### config.mk
export PLATFORM = sky130hd
export DESIGN_NAME = ram_block_mover
export DESIGN_NICKNAME = d
export VERILOG_FILES = /design/src/rtl/ram_block_mover.sv
export SDC_FILE = /design/constraint.sdc
export NUM_CORES = 1
export LEC_CHECK = 0
export BUFFER_PORTS_ARGS = -buffer_cell sky130_fd_sc_hd__buf_2
export CELL_PAD_IN_SITES_DETAIL_PLACEMENT = 1
export CELL_PAD_IN_SITES_GLOBAL_PLACEMENT = 2
export CORE_UTILIZATION = 40
export CTS_CLUSTER_SIZE = 8
export DETAILED_ROUTE_END_ITERATION = 16
export GPL_TIMING_DRIVEN = 0
export PLACE_DENSITY_LB_ADDON = 0.08
export RECOVER_POWER = 50
export SYNTH_ARGS = -nofsm -noshare
export SYNTH_HDL_FRONTEND = slang
export SYNTH_SLANG_ARGS = --single-unit
### constraint.sdc
create_clock -name clk -period 14.1 [get_ports clk]
set_input_delay 2.82 -clock clk [delete_from_list [all_inputs] [get_ports clk]]
set_output_delay 2.82 -clock clk [all_outputs]
set_load 0.03 [all_outputs]
### src/rtl/ram_block_mover.sv
// Block copy / fill engine that masters a single-port RAM16K-style word interface.
// Copies run READ/WRITE pairs, fills run back-to-back WRITEs, overlapping copies go backward.
module ram_block_mover #(
   parameter int ADDR_W = 14,
   parameter int DATA_W = 16
) (
   input  logic              clk,
   input  logic              rst_n,
   input  logic              start,
   input  logic              mode,
   input  logic [ADDR_W-1:0] src,
   input  logic [ADDR_W-1:0] dst,
   input  logic [ADDR_W:0]   len,
   input  logic [DATA_W-1:0] fill_value,
   output logic              busy,
   output logic              done,
   output logic [DATA_W-1:0] mem_in,
   output logic              mem_load,
   output logic [ADDR_W-1:0] mem_address,
   input  logic [DATA_W-1:0] mem_out
);

   typedef enum logic [1:0] {IDLE, READ, WRITE, DONE} state_t;

   localparam logic [ADDR_W:0] ONE = {{ADDR_W{1'b0}}, 1'b1};

   state_t              state_r, state_s;
   logic                mode_r, bwd_r;
   logic [ADDR_W-1:0]   src_r, dst_r;
   logic [ADDR_W:0]     len_r, idx_r, idx_s;
   logic [DATA_W-1:0]   fill_r;
   logic [DATA_W-1:0]   in_s;
   logic [ADDR_W-1:0]   addr_s;
   logic                load_s, busy_s, done_s;
   logic                accept_s, bwd_s, last_s;

   // Word address for element idx; backward walks from the top of the block down.
   function automatic logic [ADDR_W-1:0] addr_of(input logic [ADDR_W-1:0] base,
                                                 input logic [ADDR_W:0]   idx,
                                                 input logic              bwd,
                                                 input logic [ADDR_W:0]   n);
      logic [ADDR_W:0] off;
      off = bwd ? (n - idx - ONE) : idx;
      return base + off[ADDR_W-1:0];
   endfunction

   assign accept_s = (state_r == IDLE) && start;
   assign bwd_s    = !mode && ({1'b0, dst} > {1'b0, src}) && ({1'b0, dst} < ({1'b0, src} + len));
   assign last_s   = (idx_r == (len_r - ONE));

   // Next state, element index and next registered bus values.
   always_comb begin
      state_s = state_r;
      idx_s   = idx_r;
      addr_s  = mem_address;
      in_s    = mem_in;
      load_s  = 1'b0;
      busy_s  = 1'b0;
      done_s  = 1'b0;
      case (state_r)
         IDLE: begin
            if (start) begin
               idx_s = '0;
               if (len == '0) begin
                  state_s = DONE;
                  done_s  = 1'b1;
               end else if (mode) begin
                  state_s = WRITE;
                  addr_s  = dst;
                  in_s    = fill_value;
                  load_s  = 1'b1;
                  busy_s  = 1'b1;
               end else begin
                  state_s = READ;
                  addr_s  = addr_of(src, '0, bwd_s, len);
                  busy_s  = 1'b1;
               end
            end else begin
               state_s = IDLE;
            end
         end
         READ: begin
            state_s = WRITE;
            addr_s  = addr_of(dst_r, idx_r, bwd_r, len_r);
            in_s    = mem_out;
            load_s  = 1'b1;
            busy_s  = 1'b1;
         end
         WRITE: begin
            idx_s = idx_r + ONE;
            if (last_s) begin
               state_s = DONE;
               done_s  = 1'b1;
            end else if (mode_r) begin
               addr_s = addr_of(dst_r, idx_r + ONE, 1'b0, len_r);
               in_s   = fill_r;
               load_s = 1'b1;
               busy_s = 1'b1;
            end else begin
               state_s = READ;
               addr_s  = addr_of(src_r, idx_r + ONE, bwd_r, len_r);
               busy_s  = 1'b1;
            end
         end
         DONE: begin
            state_s = IDLE;
         end
         default: begin
            state_s = IDLE;
         end
      endcase
   end

   // State, index and registered memory-side outputs.
   always_ff @(posedge clk or negedge rst_n) begin
      if (!rst_n) begin
         state_r     <= IDLE;
         idx_r       <= '0;
         mem_address <= '0;
         mem_in      <= '0;
         mem_load    <= 1'b0;
         busy        <= 1'b0;
         done        <= 1'b0;
      end else begin
         state_r     <= state_s;
         idx_r       <= idx_s;
         mem_address <= addr_s;
         mem_in      <= in_s;
         mem_load    <= load_s;
         busy        <= busy_s;
         done        <= done_s;
      end
   end

   // Command operands, captured only on an accepted start.
   always_ff @(posedge clk or negedge rst_n) begin
      if (!rst_n) begin
         mode_r <= 1'b0;
         bwd_r  <= 1'b0;
         src_r  <= '0;
         dst_r  <= '0;
         len_r  <= '0;
         fill_r <= '0;
      end else if (accept_s) begin
         mode_r <= mode;
         bwd_r  <= bwd_s;
         src_r  <= src;
         dst_r  <= dst;
         len_r  <= len;
         fill_r <= fill_value;
      end else begin
         mode_r <= mode_r;
      end
   end

endmodule

==> results of run 1 <==
[power by group]
group	total, mW	internal (mW)	switching [mW]
sequential	0.606	0.464	0.141
combinational	2.06	0.811	1.25
clock	0.277	0.129	0.149
total	2.95	1.40	1.54
[path summary, 6_finish.rpt]
| check | cells past startpoint | slack [ns] | end |
|---|---|---|---|
| min in group asynchronous | 1 | 3.18 | mem_in[12]$_DFFE_PN0P_ |
| hold reg to reg | 2 | 0.48 | mem_in[11]$_DFFE_PN0P_ |
| setup reg to reg | 22 | 8.56 | mem_address[12]$_DFFE_PN0P_ |
| setup / recovery | 32 | 3.88 | mem_address[8]$_DFFE_PN0P_ |
| max in group asynchronous | 2 | 6.32 | src_r[11]$_DFFE_PN0P_ |
| hold / removal | 2 | 0.48 | mem_in[11]$_DFFE_PN0P_ |
[routing by layer]
metal | GRT usage | up-vias | wire length [um] | part of all wire
met5 | 0 | - | 0 | 0
met2 | 0.491 | 148 | 18800 | 0.48
met1 | 0.376 | 5170 | 18500 | 0.47
li1 | - | 5066 | - | -
met3 | 0.0313 | 47 | 1070 | 0.027
met4 | 0.0798 | 0 | 901 | 0.023
[critical path: cells and delay by family]
kind                     cells  cell delay, ns
multiplexers                 1            0.21
AO/OA/AOI/OAI               12            3.65
buffers and inverters        3            0.54
XOR/XNOR                     2            0.31
adder cells (fa/ha/maj)      5            1.56
AND/OR/NAND/NOR              9            1.40
[sequential cells by signal, summed over array words and instances, names as in the netlist]
| register | flops |
|---|---|
| fill_r | 16 |
| mem_in | 16 |
| idx_r | 15 |
| len_r | 15 |
| dst_r | 14 |
| mem_address | 14 |
| src_r | 14 |
| state_r | 2 |
| busy | 1 |
| bwd_r | 1 |
| done | 1 |
| mem_load | 1 |
| mode_r | 1 |
[logic make-up after synthesis]
family                     count (synthesis)
adders and majority gates                133
and+or+nand+nor                          387
buffers and inverters                    135
xor gates and xnor gates                 113
muxes                                     56
AOI/OAI and AO/OA                        387
DFF                                      111
[Yosys cell counts (4+ instances only)]
library cell | n | area [um2]
a221oi_1 | 23 | 201
a22oi_1 | 5 | 37.5
and4_1 | 4 | 35.0
fa_1 | 7 | 140
nand4_1 | 8 | 50.1
xor2_1 | 43 | 377
or3_1 | 13 | 81.3
nor4_2 | 6 | 75.1
and3_1 | 10 | 62.6
nor2b_1 | 10 | 62.6
or2_2 | 6 | 37.5
o311a_1 | 4 | 40.0
nand2_1 | 118 | 443
a21o_1 | 19 | 143
dfrtp_1 | 111 | 2780
nor4_1 | 11 | 68.8
o31ai_1 | 26 | 195
mux2i_1 | 12 | 120
a21oi_1 | 68 | 340
a22o_1 | 5 | 43.8
nor3_1 | 36 | 180
o21ai_0 | 118 | 591
a311oi_1 | 5 | 43.8
o211ai_1 | 8 | 60.1
o22ai_1 | 4 | 25.0
inv_1 | 81 | 304
a211oi_1 | 17 | 128
nand2b_1 | 19 | 119
nand3_1 | 30 | 150
a211o_1 | 8 | 70.1
xnor2_1 | 70 | 613
o21bai_1 | 11 | 82.6
mux2_2 | 41 | 462
and2_1 | 11 | 68.8
ha_1 | 126 | 1580
clkbuf_1 | 43 | 161
o21a_1 | 13 | 97.6
a31oi_1 | 17 | 106
nor2_1 | 94 | 353
o2111ai_1 | 5 | 43.8
[layout make-up]
cell class	instances	area [um2]
plain buffers	54	250
clock buffers	9	225
clock inverters	7	80.1
fillers	3326	14700
inverters	81	304
multi-input cells	1076	7750
flip-flops and latches	111	2780
well taps	372	465
repair buffers	110	528
[through the flow]
stage	power (mW)	instances	utilization
5_1_grt	3.19	1820	0.457
3_5_place_dp	2.66	1804	0.448
2_1_floorplan	2.06	1322	-
3_3_place_gp	2.61	1803	0.446
4_1_cts	2.95	1820	0.459
6_report	2.95	1820	0.457
==> key figures, run 1 <==
Status
  • Status: finished, violations left
  • Violated checks: capacitance limit, slew limit

Global route
  • Largest net degree at the start of global routing: between 70 and 80
  • Total track usage: 0.285
  • First-pass GRT wire length: 61500 um
  • Grt total ovfl: 0
  • Initial antenna violation count: 0
  • Vias in the first global route: 11000

Route
  • TritonRoute pass-1 iters: 5
  • Routed wire length: between 30000 and 40000 um
  • Via density: 5.73
  • Routed Antenna Nets: 0
  • WL/cell: roughly 22 um
  • Remaining DRCs: 0
  • Via Count: 10400
  • DR iter-0 viols: between 500 and 600

Timing
  • Min Tclk post-route: 10.22 ns
  • Fin crit share: 0.725
  • Worst slew pin tran: approximately 3.8 ns
  • Hold slack: 0.479 ns
  • Max-slew violation count: around 110
  • Clock skew: roughly 0.015 ns
  • Worst setup margin: about 3.9 ns
  • Final hold vios: 0
  • Worst rel slew slack: -1.54
  • Finish-stage setup viols: 0
  • RSZ-0062 raised after global routing: false
  • Max Freq: around 0.098 GHz
  • Setup tns final: 0 ns

Floorplanning
  • Die height: about 170 um
  • Die Wd: between 150 and 200 um
  • Die ar.: 28400 um2
  • Num rows: 60
  • Ports: around 110
  • Starting Density: 0.409
  • Area of the core: ~27000 um2

Worst hold path
  • Hold Crit Class: flop to flop
  • Worst Hold Launch: mem_in[11]$_DFFE_PN0P_

Synth
  • Async S/R FF share, synth: 1.00
  • Multiplexer share of the synthesized area: 0.0566
  • Syn avg cell area: ~8.4 um2
  • Post-synthesis cell count: 1322
  • Seq/Total Area, Yosys: 0.251
  • Post-synth top flop: dfrtp_1
  • Yosys warning total: 0
  • Yosys cell types: 72
  • Mapped cell area: between 10000 and 15000 um2
  • Post-synthesis register bit count: approximately 110
  • EDFF count, synth: 0
  • Simple-Gate Fraction of Synth Area: 0.170
  • Largest family of logic cells by synthesized area: compound AO/OA/AOI/OAI gates
  • Xor/xnor share of the synthesized area: 0.0893
  • Adder-Cell Fraction of Synth Area: 0.155
  • Syn_nets: approximately 1500
  • Synth Area in Compound Gates: 0.229

Clocking
  • Post-CTS setup buffer count: 0
  • Post_cts resized: 0
  • Clk sinks: around 110
  • Num CTS Buffers: 9
  • Max Root-Sink Buffers: 2
  • TritonCTS clock tree: yes
  • Root buf cell: clkbuf_16
  • Clock Pin Slew Worst Setup and Hold Paths: ~0.10 ns
  • H-Tree Depth: 3
  • CTS Hold Buffers Added: 0
  • Worst skew pair latency: roughly 0.38 ns

Cells and area
  • Most frequent cells in the layout: ha_1 (126), o21ai_0 (118), nand2_1 (118)
  • Nets: ~1700
  • Layout cells sized above 1: 0.126
  • Fin area: ~12000 um2
  • Layout area overhead: 11.7%
  • N_diodes: 0
  • Most common cell after layout, fill and taps aside: ha_1

Placement
  • GP Congestion: between 0.8 and 0.9
  • Pre-CTS WS: about 3.5 ns
  • Placed inst area: between 10000 and 15000 um2
  • Buffers on Ports: between 100 and 150
  • Hpwl dp: between 30000 and 40000 um

Power
  • Pwr/cell area: approximately 240 nW/um2
  • Peak VDD IR: 0.0000831 V
  • Leak pwr: roughly 5.5 nW

Flow run
  • Max_cap viols: 2

Critical path
  • CP peak stage delay: between 0.6 and 0.7 ns
  • WP data arrival: ~11 ns
  • Critical Path RT: ~14 ns
  • Reg-to-Reg Start: idx_r[1]$_DFFE_PN0P_
  • Maximum fanout along the worst path: 10
  • Critical path startpoint category: primary input
  • Worst setup startpoint: src[0]
  • Critical Path End Type: flop
  • Crit path max-delay cell type: a2111oi_0
  • Critical setup path kind: primary input to flop
(Power assumes the default switching activity.)
==> inputs of run 2 (changes only) <==
--- a/config.mk
+++ b/config.mk
@@ -8,7 +8,7 @@
 export BUFFER_PORTS_ARGS = -buffer_cell sky130_fd_sc_hd__buf_2
 export CELL_PAD_IN_SITES_DETAIL_PLACEMENT = 1
 export CELL_PAD_IN_SITES_GLOBAL_PLACEMENT = 2
-export CORE_UTILIZATION = 40
+export CORE_UTILIZATION = 37
 export CTS_CLUSTER_SIZE = 8
 export DETAILED_ROUTE_END_ITERATION = 16
 export GPL_TIMING_DRIVEN = 0
==> constraint.sdc (replaced) <==
create_clock -name clk -period 10.1 [get_ports clk]
set_input_delay 2.02 -clock clk [delete_from_list [all_inputs] [get_ports clk]]
set_output_delay 2.02 -clock clk [all_outputs]
set_load 0.03 [all_outputs]
==> run 2 against run 1 <==
The flow finishes with violations (DRC, capacitance limit, slew limit). Clock power increased by 46%. Combinational power up 41%. Critical path depth decreased by 2. Power up 41%. Via count shrank 0.33%. Final area is 0.34% higher. Critical path type unchanged. Largest power group unchanged.
==> key figures, run 2 (same netlist as run 1, synthesis figures left out) <==
Status
  • Status: finished, violations left (unchanged)
  • Violated checks: DRC, capacitance limit, slew limit (was capacitance limit, slew limit)

Critical path
  • Reg-to-Reg Start: idx_r[1]$_DFFE_PN0P_ (unchanged)
  • CP peak stage delay: 0.89 ns (was 0.66 ns)
  • Critical setup path kind: primary input to flop (unchanged)
  • R2R depth: 22 (unchanged)
  • Critical register-to-register path endpoint: mem_address[12]$_DFFE_PN0P_ (unchanged)
  • Critical Path End: mem_address[10]$_DFFE_PN0P_ (was mem_address[8]$_DFFE_PN0P_)
  • Worst setup startpoint: len[0] (was src[0])
  • Crit path max-delay cell type: nor3_1 (was a2111oi_0)
  • Reg-to-reg slack, setup: 4.69 ns (was 8.56 ns)
  • Maximum fanout along the worst path: 10 (unchanged)
  • Critical Path End Type: flop (unchanged)
  • Critical path startpoint category: primary input (unchanged)
  • WP data arrival: 9.57 ns (was 10.54 ns)
  • Critical Path RT: 10.34 ns (was 14.41 ns)

Global route
  • First-pass GRT wire length: 62900 um (was 61500 um)
  • Total track usage: 0.271 (was 0.285)
  • Grt total ovfl: 0 (unchanged)
  • Largest net degree at the start of global routing: 76 (was 72)
  • Vias in the first global route: 11000 (about the same)
  • Initial antenna violation count: 0 (unchanged)

Timing
  • Max-slew violation count: 114 (unchanged)
  • Worst slew pin tran: 4.16 ns (was 3.81 ns)
  • RSZ-0062 raised after global routing: false (unchanged)
  • Min Tclk post-route: 9.33 ns
  • Worst setup margin: 0.770 ns (was 3.88 ns)
  • Setup tns final: 0 ns (unchanged)
  • Finish-stage setup viols: 0 (unchanged)
  • Final hold vios: 0 (unchanged)
  • Fin crit share: 0.924
  • Max Freq: ~0.11 GHz
  • Clock skew: 0.0150 ns (was 0.0146 ns)
  • Worst rel slew slack: -1.77 (was -1.54)

Floorplanning
  • Die ar.: 30700 um2 (was 28400 um2)
  • Ports: 112 (unchanged)
  • Starting Density: 0.375 (was 0.409)
  • Die height: 175 um (was 168 um)
  • Die Wd: 175 um (was 168 um)
  • Area of the core: 29600 um2 (was 27100 um2)
  • Num rows: 63 (was 60)

Route
  • Via density: 5.66 (was 5.73)
  • TritonRoute pass-1 iters: 11 (was 5)
  • Via Count: 10400 (about the same)
  • Routed wire length: 40500 um (was 39300 um)
  • WL/cell: 22.0 um (was 21.6 um)
  • Remaining DRCs: 2 (was 0)
  • DR iter-0 viols: 508 (was 521)
  • Routed Antenna Nets: 0 (unchanged)

Clocking
  • Max Root-Sink Buffers: 2 (unchanged)
  • Clock Pin Slew Worst Setup and Hold Paths: 0.09 ns (was 0.10 ns)
  • H-Tree Depth: 3 (unchanged)
  • TritonCTS clock tree: yes (unchanged)
  • Post-CTS setup buffer count: 0 (unchanged)
  • Root buf cell: clkbuf_16 (unchanged)
  • Clk sinks: 111 (unchanged)
  • Post_cts resized: 0 (unchanged)
  • Worst skew pair latency: 0.38 ns (about the same)
  • Num CTS Buffers: 9 (unchanged)
  • CTS Hold Buffers Added: 0 (unchanged)

Placement
  • Cells after DPL: 1822 (was 1804)
  • Placed inst area: 12200 um2 (was 12100 um2)
  • GP Congestion: 0.894 (was 0.833)
  • Pre-CTS WS: 0.264 ns (was 3.48 ns)
  • Hpwl dp: 33400 um (was 32500 um)
  • Buffers on Ports: 109 (unchanged)

Worst hold path
  • Hold Crit Class: flop to flop (unchanged)

Cells and area
  • Fin util: 0.420 (was 0.457)
  • Finished Layout Cells: 1838 (was 1820)
  • Most frequent cells in the layout: ha_1 (126), o21ai_0 (118), nand2_1 (118) (unchanged)
  • Fin area: 12400 um2 (about the same)
  • Most common cell after layout, fill and taps aside: ha_1 (unchanged)
  • Layout area overhead: 12.1% (was 11.7%)
  • Layout cells sized above 1: 0.126 (unchanged)
  • Biggest regs: fill_r x16, mem_in x16 (unchanged)
  • Nets: 1655 (unchanged)
  • N_diodes: 0 (unchanged)

Flow run
  • Max_cap viols: 2 (unchanged)

Power
  • Peak VDD IR: 0.000101 V (was 0.0000831 V)
  • Leak pwr: 5.51 nW (was 5.52 nW)
  • Pwr/cell area: 334 nW/um2 (was 238 nW/um2)
==> run 2: changes by cell type in the layout (fill, tap and decap cells not counted), sizes merged <==
cell,before,now
clkinv,2,1
clkinvlp,0,2
bufinv,0,1
inv,86,84
==> run 2: per-layer routing <==
metal / up-vias / global-route usage / wire [um]
met5: - / 0 / 0
met4: 0 / 0.0594 / 540
met3: 26 / 0.0205 / 878
met2: 108 / 0.473 / 19800
met1: 5195 / 0.363 / 19300
li1: 5068 / - / -
==> run 2: through the flow <==
stage	hold slack [ns]	total power, mW
3_3_place_gp	0.459	3.69
4_1_cts	0.486	4.17
3_5_place_dp	0.466	3.74
5_1_grt	0.518	4.50
6_report	0.479	4.15
2_1_floorplan	0.456	2.87
==> run 2: layout make-up <==
type / count / area, um2
plain buffers: 54 / 250
clock buffers: 9 / 225
clock inverters: 7 / 100
fillers: 3643 / 17100
inverters: 81 / 304
multi-input cells: 1076 / 7750
flip-flops and latches: 111 / 2780
well taps: 390 / 488
repair buffers: 110 / 528
==> run 2: report_power, final <==
group          leakage [nW]  switching, mW  internal (mW)
Sequential             1.37          0.204          0.649
Clock                 0.152          0.202          0.202
Combinational          4.00           1.77           1.13
==> run 2: worst max-delay path, delay by kind of cell <==
| family | cells | cell delay [ns] |
|---|---|---|
| compound gates | 13 | 2.95 |
| simple gates | 9 | 2.24 |
| fa+ha+maj | 4 | 1.32 |
| buf+inv | 2 | 0.71 |
| xor+xnor | 2 | 0.32 |
==> run 2: worst min-delay path by stage <==
stage                               start                    endpoint  slack (ns)  cells after the start
3_5_place_dp        mem_in[9]$_DFFE_PN0P_       mem_in[9]$_DFFE_PN0P_        0.47                      2
3_3_place_gp   mem_address[0]$_DFFE_PN0P_  mem_address[0]$_DFFE_PN0P_        0.46                      2
6_report            mem_in[9]$_DFFE_PN0P_       mem_in[9]$_DFFE_PN0P_        0.48                      2
2_1_floorplan       src_r[10]$_DFFE_PN0P_       src_r[10]$_DFFE_PN0P_        0.46                      2
5_1_grt            mem_in[10]$_DFFE_PN0P_      mem_in[10]$_DFFE_PN0P_        0.52                      2
4_1_cts             mem_in[9]$_DFFE_PN0P_       mem_in[9]$_DFFE_PN0P_        0.49                      2
==> inputs of run 3 (changes only) <==
--- a/config.mk
+++ b/config.mk
@@ -7,8 +7,8 @@
 export LEC_CHECK = 0
 export BUFFER_PORTS_ARGS = -buffer_cell sky130_fd_sc_hd__buf_2
 export CELL_PAD_IN_SITES_DETAIL_PLACEMENT = 1
-export CELL_PAD_IN_SITES_GLOBAL_PLACEMENT = 2
-export CORE_UTILIZATION = 37
+export CELL_PAD_IN_SITES_GLOBAL_PLACEMENT = 1
+export CORE_UTILIZATION = 46
 export CTS_CLUSTER_SIZE = 8
 export DETAILED_ROUTE_END_ITERATION = 16
 export GPL_TIMING_DRIVEN = 0
==> run 3 against run 2 <==
The run ends with capacitance limit, slew limit left. Critical endpoint unchanged. Flip-flop and latch count unchanged. Final cell count down 3.9%. Largest cell class unchanged. Register-to-register slack about the same. Highest routed layer unchanged. Hold slack better by 0.00079 ns. First-iteration DRC count up 48%. Setup slack better by 0.29 ns.
==> key figures, run 3 (same netlist as run 1, synthesis figures left out) <==
Status
  • Status: finished, violations left (unchanged)
  • Violated checks: capacitance limit, slew limit (was DRC, capacitance limit, slew limit)

Critical path
  • Worst setup startpoint: len[0] (unchanged)
  • Critical Path RT: 10.35 ns (was 10.34 ns)
  • WP data arrival: 9.28 ns (was 9.57 ns)
  • Critical setup path kind: primary input to flop (unchanged)
  • Critical Path End Type: flop (unchanged)
  • CP peak stage delay: 0.77 ns (was 0.89 ns)
  • Critical path startpoint category: primary input (unchanged)
  • Crit path max-delay cell type: nor3_1 (unchanged)
  • Maximum fanout along the worst path: 10 (unchanged)
  • Reg-to-Reg Start: idx_r[1]$_DFFE_PN0P_ (unchanged)

Clocking
  • Post-CTS setup buffer count: 0 (unchanged)
  • Num CTS Buffers: 9 (unchanged)
  • H-Tree Depth: 3 (unchanged)
  • CTS Hold Buffers Added: 0 (unchanged)
  • Root buf cell: clkbuf_16 (unchanged)
  • Worst skew pair latency: 0.38 ns (about the same)
  • Clk sinks: 111 (unchanged)
  • TritonCTS clock tree: yes (unchanged)
  • Max Root-Sink Buffers: 2 (unchanged)
  • Post_cts resized: 0 (unchanged)
  • Clock Pin Slew Worst Setup and Hold Paths: 0.09 ns (about the same)

Floorplanning
  • Die ar.: 24700 um2 (was 30700 um2)
  • Area of the core: 23500 um2 (was 29600 um2)
  • Die Wd: 157 um (was 175 um)
  • Num rows: 56 (was 63)
  • Die height: 157 um (was 175 um)
  • Ports: 112 (unchanged)
  • Starting Density: 0.471 (was 0.375)

Power
  • Power Total: 4.15 mW (about the same)
  • Peak VDD IR: 0.000137 V (was 0.000101 V)
  • Pwr/cell area: 336 nW/um2 (was 334 nW/um2)
  • Leak pwr: 5.53 nW (was 5.51 nW)

Cells and area
  • Biggest regs: fill_r x16, mem_in x16 (unchanged)
  • Nets: 1655 (unchanged)
  • Finished Layout Cells: 1767 (was 1838)
  • Layout cells sized above 1: 0.128 (was 0.126)
  • Fin util: 0.524 (was 0.420)
  • Layout area overhead: 11.3% (was 12.1%)
  • Most common cell after layout, fill and taps aside: ha_1 (unchanged)
  • N_diodes: 0 (unchanged)
  • Most frequent cells in the layout: ha_1 (126), o21ai_0 (118), nand2_1 (118) (unchanged)
  • Sequential cell area: 2780 um2 (unchanged)
  • Filler Cells Inserted: 2928 (was 3643)
  • Fin area: 12300 um2 (was 12400 um2)
  • Area of the multi-input gates: 7750 um2 (unchanged)

Timing
  • Fin crit share: 0.895 (was 0.924)
  • Min Tclk post-route: 9.03 ns (was 9.33 ns)
  • Worst rel slew slack: -2.02 (was -1.77)
  • Clock skew: 0.0154 ns (was 0.0150 ns)
  • Final hold vios: 0 (unchanged)
  • Max Freq: 0.111 GHz (was 0.107 GHz)
  • Worst setup margin: 1.07 ns (was 0.770 ns)
  • Setup tns final: 0 ns (unchanged)
  • RSZ-0062 raised after global routing: false (unchanged)
  • Hold slack: 0.480 ns (was 0.479 ns)
  • Finish-stage setup viols: 0 (unchanged)
  • Max-slew violation count: 114 (unchanged)
  • Worst slew pin tran: 4.53 ns (was 4.16 ns)

Global route
  • Initial antenna violation count: 0 (unchanged)
  • Vias in the first global route: 10900 (was 11000)
  • First-pass GRT wire length: 61400 um (was 62900 um)
  • Largest net degree at the start of global routing: 83 (was 76)
  • Total track usage: 0.331 (was 0.271)
  • Grt total ovfl: 0 (unchanged)

Placement
  • Hpwl dp: 32400 um (was 33400 um)
  • GP Congestion: 0.941 (was 0.894)
  • Placed inst area: 12100 um2 (was 12200 um2)
  • Buffers on Ports: 109 (unchanged)
  • Pre-CTS WS: 0.786 ns (was 0.264 ns)
  • Cells after DPL: 1751 (was 1822)

Route
  • Via Count: 10700 (was 10400)
  • Routed wire length: 39900 um (was 40500 um)
  • Routed Antenna Nets: 0 (unchanged)
  • Via density: 6.08 (was 5.66)
  • TritonRoute pass-1 iters: 5 (was 11)
  • DR iter-0 viols: 752 (was 508)
  • Remaining DRCs: 0 (was 2)
  • WL/cell: 22.6 um (was 22.0 um)

Worst hold path
  • Worst Hold Launch: mem_in[11]$_DFFE_PN0P_ (was mem_in[9]$_DFFE_PN0P_)
  • Hold Crit Class: flop to flop (unchanged)

Flow run
  • Max_cap viols: 2 (unchanged)
-- run 3: changes by cell type in the layout (fill, tap and decap cells not counted) --
cell	delta
clkinvlp_4	-2
inv_8	+1
and2_0	+1
bufinv_16	-1
buf_2	+3
clkbuf_1	-3
and2_1	-1
inv_6	+1
clkinv_8	+1
-- run 3: final timing paths --
check,cells past startpoint,endpoint,slack (ns)
setup / recovery,30,mem_address[10]$_DFFE_PN0P_,1.07
hold / removal,2,mem_in[11]$_DFFE_PN0P_,0.48
setup reg to reg,22,mem_address[12]$_DFFE_PN0P_,4.68
hold reg to reg,2,mem_in[11]$_DFFE_PN0P_,0.48
max in group asynchronous,2,src_r[5]$_DFFE_PN0P_,2.86
min in group asynchronous,1,idx_r[10]$_DFFE_PN0P_,2.11
-- run 3: layer usage --
| layer | GRT usage | routed length (um) | up-vias |
|---|---|---|---|
| met3 | 0.0347 | 2340 | 54 |
| li1 | - | - | 5076 |
| met2 | 0.558 | 18700 | 318 |
| met1 | 0.445 | 17800 | 5295 |
| met4 | 0.0975 | 1010 | 0 |
| met5 | 0 | 0 | - |
-- run 3: layout make-up --
type | count | share of cell area
Clock buffer | 9 | 0.0183
Buffer | 54 | 0.0203
Sequential cell | 111 | 0.225
Timing Repair Buffer | 110 | 0.0431
Clock inverter | 7 | 0.00741
Inverter | 81 | 0.0247
Multi-Input combinational cell | 1076 | 0.629
Tap cell | 319 | 0.0324
-- run 3: report_power, final --
group | switching (mW) | internal [mW]
Clock | 0.208 | 0.182
Combinational | 1.77 | 1.13
Sequential | 0.210 | 0.648
Total | 2.18 | 1.96
-- run 3: critical path, delay by kind of cell --
family          cells  cell delay, ns
compound gates     13            2.76
xor+xnor            2            0.32
fa+ha+maj           4            1.31
buf+inv             2            0.64
simple gates        9            2.24
